--- src/rtl/serial_tx_ctrl_if.sv ---
// Handshake and shift-register control bundle between serial_tx_ctrl and its peers.
// master = controller side; slave = word producer, bit consumer and shift register side.
interface serial_tx_ctrl_if #(
   parameter int WIDTH = 4
);
   logic [WIDTH-1:0] data_in;
   logic             data_valid;
   logic             data_ready;
   logic             lsb_first;
   logic [WIDTH-1:0] A_par;
   logic [WIDTH-1:0] I_par;
   logic             s1;
   logic             s0;
   logic             MSB_in;
   logic             LSB_in;
   logic             ser_out;
   logic             ser_valid;
   logic             ser_stall;
   logic             done;

   modport master (
      input  data_in, data_valid, lsb_first, A_par, ser_stall,
      output data_ready, I_par, s1, s0, MSB_in, LSB_in, ser_out, ser_valid, done
   );

   modport slave (
      output data_in, data_valid, lsb_first, A_par, ser_stall,
      input  data_ready, I_par, s1, s0, MSB_in, LSB_in, ser_out, ser_valid, done
   );
endinterface

--- src/rtl/serial_tx_ctrl.sv ---
// Sequences a 4-bit universal shift register: load a word, shift it out a bit per clock.
// Latency: handshake -> LOAD 1 cycle -> WIDTH bit cycles (+1 per stall) -> done pulse.
// Backpressure: ser_stall holds the register (mode 00); data_ready is high only in IDLE.
module serial_tx_ctrl #(
   parameter int   WIDTH = 4,
   parameter logic FILL  = 1'b0
) (
   input  logic             CLK,
   input  logic             Clear,
   serial_tx_ctrl_if.master bus
);
   localparam int CW = (WIDTH > 1) ? $clog2(WIDTH) : 1;
   localparam logic [CW-1:0] LAST = CW'(WIDTH - 1);

   typedef enum logic [1:0] {
      IDLE  = 2'd0,
      LOAD  = 2'd1,
      SHIFT = 2'd2,
      DONE  = 2'd3
   } state_t;

   state_t           state;
   state_t           state_nxt;
   logic [CW-1:0]    cnt;
   logic [CW-1:0]    cnt_nxt;
   logic [WIDTH-1:0] data_q;
   logic             dir_q;

   logic [1:0]       mode;
   logic [WIDTH-1:0] ipar;
   logic             ready;
   logic             sv;
   logic             so;
   logic             dn;

   always_ff @(posedge CLK or posedge Clear) begin
      if (Clear) begin
         state  <= IDLE;
         cnt    <= '0;
         data_q <= '0;
         dir_q  <= 1'b1;
      end else begin
         state <= state_nxt;
         cnt   <= cnt_nxt;
         // Only IDLE captures a word; data_valid elsewhere is ignored, not queued.
         if (state == IDLE && bus.data_valid) begin
            data_q <= bus.data_in;
            dir_q  <= bus.lsb_first;
         end
      end
   end

   always_comb begin
      state_nxt = state;
      cnt_nxt   = cnt;
      mode      = 2'b00;
      ipar      = '0;
      ready     = 1'b0;
      sv        = 1'b0;
      so        = 1'b0;
      dn        = 1'b0;
      case (state)
         IDLE: begin
            ready = 1'b1;
            if (bus.data_valid) begin
               state_nxt = LOAD;
            end
         end
         LOAD: begin
            mode      = 2'b11;
            ipar      = data_q;
            cnt_nxt   = '0;
            state_nxt = SHIFT;
         end
         SHIFT: begin
            sv = 1'b1;
            // The bit on the wire is whatever sits at the exit end of the register.
            so = dir_q ? bus.A_par[0] : bus.A_par[WIDTH-1];
            if (!bus.ser_stall) begin
               mode = dir_q ? 2'b01 : 2'b10;
               if (cnt == LAST) begin
                  state_nxt = DONE;
               end else begin
                  cnt_nxt = cnt + CW'(1);
               end
            end
         end
         DONE: begin
            dn        = 1'b1;
            state_nxt = IDLE;
         end
         default: begin
            state_nxt = IDLE;
         end
      endcase
   end

   assign bus.data_ready = ready;
   assign bus.s1         = mode[1];
   assign bus.s0         = mode[0];
   assign bus.I_par      = ipar;
   assign bus.MSB_in     = FILL;
   assign bus.LSB_in     = FILL;
   assign bus.ser_out    = so;
   assign bus.ser_valid  = sv;
   assign bus.done       = dn;
endmodule
--- src/flat_wrapper.sv ---
// flat-port wrapper written by rule: the top's interface ports become plain ports
module serial_tx_ctrl_flat 
#(
   parameter int   WIDTH = 4,
   parameter logic FILL  = 1'b0
)
  (CLK, Clear, bus_data_in, bus_data_valid, bus_lsb_first, bus_A_par, bus_ser_stall, bus_data_ready, bus_I_par, bus_s1, bus_s0, bus_MSB_in, bus_LSB_in, bus_ser_out, bus_ser_valid, bus_done);
  serial_tx_ctrl_if #(.WIDTH(WIDTH)) bus_i ();
  input  logic CLK;
  input  logic Clear;
  input wire logic [$bits(bus_i.data_in)-1:0] bus_data_in;
  input wire logic [$bits(bus_i.data_valid)-1:0] bus_data_valid;
  input wire logic [$bits(bus_i.lsb_first)-1:0] bus_lsb_first;
  input wire logic [$bits(bus_i.A_par)-1:0] bus_A_par;
  input wire logic [$bits(bus_i.ser_stall)-1:0] bus_ser_stall;
  output wire logic [$bits(bus_i.data_ready)-1:0] bus_data_ready;
  output wire logic [$bits(bus_i.I_par)-1:0] bus_I_par;
  output wire logic [$bits(bus_i.s1)-1:0] bus_s1;
  output wire logic [$bits(bus_i.s0)-1:0] bus_s0;
  output wire logic [$bits(bus_i.MSB_in)-1:0] bus_MSB_in;
  output wire logic [$bits(bus_i.LSB_in)-1:0] bus_LSB_in;
  output wire logic [$bits(bus_i.ser_out)-1:0] bus_ser_out;
  output wire logic [$bits(bus_i.ser_valid)-1:0] bus_ser_valid;
  output wire logic [$bits(bus_i.done)-1:0] bus_done;
  assign bus_i.data_in = bus_data_in;
  assign bus_i.data_valid = bus_data_valid;
  assign bus_i.lsb_first = bus_lsb_first;
  assign bus_i.A_par = bus_A_par;
  assign bus_i.ser_stall = bus_ser_stall;
  assign bus_data_ready = bus_i.data_ready;
  assign bus_I_par = bus_i.I_par;
  assign bus_s1 = bus_i.s1;
  assign bus_s0 = bus_i.s0;
  assign bus_MSB_in = bus_i.MSB_in;
  assign bus_LSB_in = bus_i.LSB_in;
  assign bus_ser_out = bus_i.ser_out;
  assign bus_ser_valid = bus_i.ser_valid;
  assign bus_done = bus_i.done;
  serial_tx_ctrl #(.WIDTH(WIDTH), .FILL(FILL)) u_core (.CLK(CLK), .Clear(Clear), .bus(bus_i));
endmodule
--- config.mk ---
export PLATFORM = sky130hd
export DESIGN_NAME = serial_tx_ctrl_flat
export DESIGN_NICKNAME = d
export VERILOG_FILES = /design/src/rtl/serial_tx_ctrl_if.sv /design/src/rtl/serial_tx_ctrl.sv /design/src/flat_wrapper.sv
export SDC_FILE = /design/constraint.sdc
export NUM_CORES = 1
export LEC_CHECK = 0
export ABC_AREA = 1
export CORE_MARGIN = 2
export CORE_UTILIZATION = 44
export DETAILED_ROUTE_END_ITERATION = 8
export HOLD_SLACK_MARGIN = 0.06
export PLACE_DENSITY = 0.82
export SETUP_SLACK_MARGIN = 0.1
export SLEW_MARGIN = 5
export SYNTH_ARGS = -nofsm -noshare
export SYNTH_HDL_FRONTEND = slang
export SYNTH_SLANG_ARGS = --single-unit
--- constraint.sdc ---
create_clock -name CLK -period 3.75 [get_ports CLK]
set_input_delay 1.125 -clock CLK [delete_from_list [all_inputs] [get_ports CLK]]
set_output_delay 1.125 -clock CLK [all_outputs]
set_load 0.005 [all_outputs]
Word level (Yosys, flattened, before mapping)
Index checks and enable logic that the tools add are counted.
{"block": "word_totals", "register_bits": 9, "latch_bits": 0, "ramBits": 0, "mem_bits_ro": 0, "input_bits": 13, "word_cells": 34, "memories": 0}
{"block": "classes", "add_sub_neg": 1, "mul": 0, "div_mod_pow": 0, "n_lt_le_gt_ge": 0, "eq_ne": 8, "n_shift": 0, "mux": 16, "bitwise_logic": 0, "n_reduce_logical": 5}
{"cell": "2-to-1 mux 2 bit", "count": 7}
{"cell": "case mux 2 bit (2 select lines)", "count": 2}
{"cell": "case mux 2 bit (4 select lines)", "count": 1}
{"cell": "equality test 2 bit, second input constant", "count": 3}
{"cell": "!= test 2 bit, second input constant", "count": 3}
{"cell": "AND reduction 3 bit", "count": 2}
{"cell": "2-to-1 mux 1 bit", "count": 5}
{"cell": "2-to-1 mux 4 bit", "count": 1}
{"cell": "adder 2 x 1 -> 2 bit, second input constant", "count": 1}
{"cell": "equality test 2 x 1 -> 1 bit, second input constant", "count": 1}
{"cell": "zero test 2 bit", "count": 1}
{"cell": "!= test 2 x 1 -> 1 bit, second input constant", "count": 1}
{"cell": "nonzero test 2 bit", "count": 1}
{"cell": "logical AND 1 bit", "count": 1}

Longest topological paths before layout
Gate-level depths: netlist of the first run.
{"block": "logic_depth", "word_depth": 4, "ltp_mapped": 7, "mapped_depth_nobuf": 7}

Least setup slack after synthesis of the first run
No wires, ideal clock.
{"block": "synth_timing", "kind": "input to output", "from": "in bus_ser_stall", "to": "out bus_s1", "arrival_time_ps": 1382, "setup_slack_ps": 1243, "path_stages": 3, "cell_sequence": "inv_1 -> nand3_1 -> a21oi_1"}
{"block": "synth_via", "elab_chain_cells": 2}
{"item": "start: declaration", "line_no": "flat_wrapper.sv:15", "source": "input wire logic [$bits(bus_i.ser_stall)-1:0] bus_ser_stall;"}
{"item": "2-to-1 mux 2 bit", "line_no": "serial_tx_ctrl.sv:79", "source": "if (!bus.ser_stall) begin"}
{"item": "case mux 2 bit (2 select lines)", "line_no": "serial_tx_ctrl.sv:62", "source": "case (state)"}
{"item": "end: declaration", "line_no": "flat_wrapper.sv:18", "source": "output wire logic [$bits(bus_i.s1)-1:0] bus_s1;"}
No other way between the ends.

Worst setup path after layout of the first run
Ends and elaborated chain as after synthesis.

==> results.toml, run 1 <==
[grt]
grt_pass1_wl_um = 1910
grtUsageTotal_pct = 17.4
overflow = 0
antenna_found_initial = 0
grt_max_degree = 10
first_global_vias = 527

[floorplan]
dieArea_mm2 = 0.00170
start_util_pct = 46.8
die_y_um = 41.2
row_count = 13
ios = 25
die_w_um = 41.2
fp.coreArea_mm2 = 0.00130

[setup_path]
worstPathRequired_ps = 2620
worstSetupPathType = "input port to primary output"
crit_arrival_ps = 2370
cp-end-kind = "primary output"
startpoint_type = "input port"
critPathMaxFanout = 3

[clock_tree]
cts_made_buffers = 3
hold_buffers = 0
clk_latency_ps = 260
cts-root-buf = "clkbuf_4"
cts_post_setup_buffers_inserted = 0
clkSinkCount = 9
cts_buffer_depth = 2
path_clk_slew_ps = 60
htreeDepth = 1
cts_tree = "built"
ctsResizeCount = 0

[detailed_routing]
ant_nets = 0
first_pass_iters = 4
drc = 0
wl_per_cell_um = 10.6
totalWireLength_um = 1280
vias_per_cell = 4.79
first_iter_violations = 10
vias = 579

[pwr]
intPower_w = 0.000362
p_sw_share_pct = 40.9
clockPowerShare_pct = 12.0
power_switching_w = 0.000251
p_per_area_mw_per_mm2 = 726
seq_power_share_pct = 29.4
pwr-share-comb_pct = 58.6
irDropWorstVdd_mv = 0.447
power.leakage_nw = 0.468

[finish]
area_delta_synth_final_pct = 38.4
layout-drive-gt1-share_pct = 8.49
nets = 126
n_antenna_cell = 0

[sta]
rsz0062_at_grt = "no"
max_freq_ghz = 0.286
setup_viol = 0
min_period_over_period_pct = 93.3
fin_crit_ps = 3500
tns_ps = 0
skew_ps = 0.908
final_hold_viol_count = 0
holdWs_ps = 472
slew_violations = 0

[synth]
netlist.area_leader.share_pct = 32.9
ys_warn_count = 0
syn-cell-area_um2 = 609
seq_area_frac_synth_pct = 37.2
ys_seq_elements = 9
synth.distinct_cells = 15
syn_inst = 83
avgSynthCellArea_um2 = 7.34
synth_area_leaders = "dfrtp_1, nand2_1, ha_1, inv_1, nand3_1"
synth.largest_area_cell = "dfrtp_1"

[status]
outcome = "complete, no violations"

[placement]
place_hpwl_um = 1020
gp_congestion = 0.668
io_buffers = 20

[flow_run]
drv_cap = 0

[min_path]
timing.hold.worst.class = "flop to flop"
## through the flow
| step | area, um^2 | setup slack (ps) | cells | utilization (%) | total power (W) |
|---|---|---|---|---|---|
| 2_1_floorplan | 613 | 1240 | 84 | - | 0.000391 |
| 3_3_place_gp | 817 | 258 | 117 | 62.8 | 0.000528 |
| 3_5_place_dp | 817 | 254 | 117 | 62.8 | 0.000542 |
| 4_1_cts | 843 | 243 | 121 | 64.8 | 0.000619 |
| 5_1_grt | 843 | 162 | 121 | 64.8 | 0.000674 |
| 6_report | 843 | 250 | 121 | 64.8 | 0.000613 |
## critical path: stages
cell,delay [ps]
clkdlybuf4s50_1,450
inv_1,90
nand3_1,70
a21oi_1,120
clkdlybuf4s50_1,510
## final timing paths
path | from | depth (start not counted) | endpoint | slack, ps
max | bus_ser_stall | 5 | bus_s1 | 250
min | u_core.data_q[1] | 2 | u_core.data_q[1] | 470
max reg2reg | u_core.state[1] | 7 | u_core.cnt[0] | 2420
min reg2reg | u_core.data_q[1] | 2 | u_core.data_q[1] | 470
max in group asynchronous | Clear | 2 | u_core.dir_q | 2330
min in group asynchronous | Clear | 2 | u_core.state[1] | 1130
## logic make-up after synthesis
| family | Yosys count | synth area share, % |
|---|---|---|
| AOI/OAI and AO/OA | 5 | 4.11 |
| and+or+nand+nor | 44 | 33.5 |
| buffers and inverters | 18 | 12.3 |
| adders and majority gates | 6 | 12.3 |
| DFF | 9 | 37.2 |
| other | 1 | 0.615 |
## routing by layer
metal	vias up	global-route usage, %	wire [um]
met5	-	0	0
met2	21	32.8	631
met4	0	9.68	6
met3	2	2.72	71
met1	259	17.7	572
li1	297	-	-
## power groups by stage
stage	Sequential [W]	Combinational, W	Clock, W
2_1_floorplan	0.000172	0.000219	0
3_3_place_gp	0.000177	0.000351	0
3_5_place_dp	0.000181	0.000361	0
4_1_cts	0.000179	0.000364	0.0000755
5_1_grt	0.000187	0.000408	0.0000792
6_report	0.000180	0.000359	0.0000734
## cells in the final DEF (no fill, tap or decap), drive strengths merged
cell type	n
a21oi	3
conb	2
ha	6
nor2	4
clkdlybuf4s50	20
dfstp	1
dfrtp	8
inv	16
nand4	3
nand2	27
nand3	9
or2	1
clkbuf	4
o21ai	2
## cells in the mapped netlist
master and number:
a21oi_1 3, buf_4 2, conb_1 1, dfrtp_1 8, dfstp_2 1, ha_1 6, inv_1 16, nand2_1 24
nand2_2 3, nand3_1 7, nand3_2 2, nand4_1 3, nor2_1 4, o21ai_0 2, or2_1 1
## cell type report
| cell class | instances | area, um^2 |
|---|---|---|
| sequential | 9 | 226 |
| fill | 128 | 458 |
| timing repair buffer | 20 | 200 |
| multi-input combinational | 57 | 312 |
| inverter | 16 | 60.1 |
| clock buffer | 4 | 26.3 |
| tap | 15 | 18.8 |
## registers in the layout, summed over array words and instances (netlist names)
signal	count
u_core.cnt	2
u_core.data_q	4
u_core.dir_q	1
u_core.state	2
(Power assumes the default switching activity.)
==> run 2: changes to the inputs <==
- SLEW_MARGIN: 5 -> 25
==> results of run 2 <==
Same layout as run 1: the final DEF is identical, and so are final timing and power.
==> run 3: changes to the inputs <==
- GPL_ROUTABILITY_DRIVEN: not set -> 0
==> results of run 3 <==
Same layout as run 1: the final DEF is identical, and so are final timing and power.
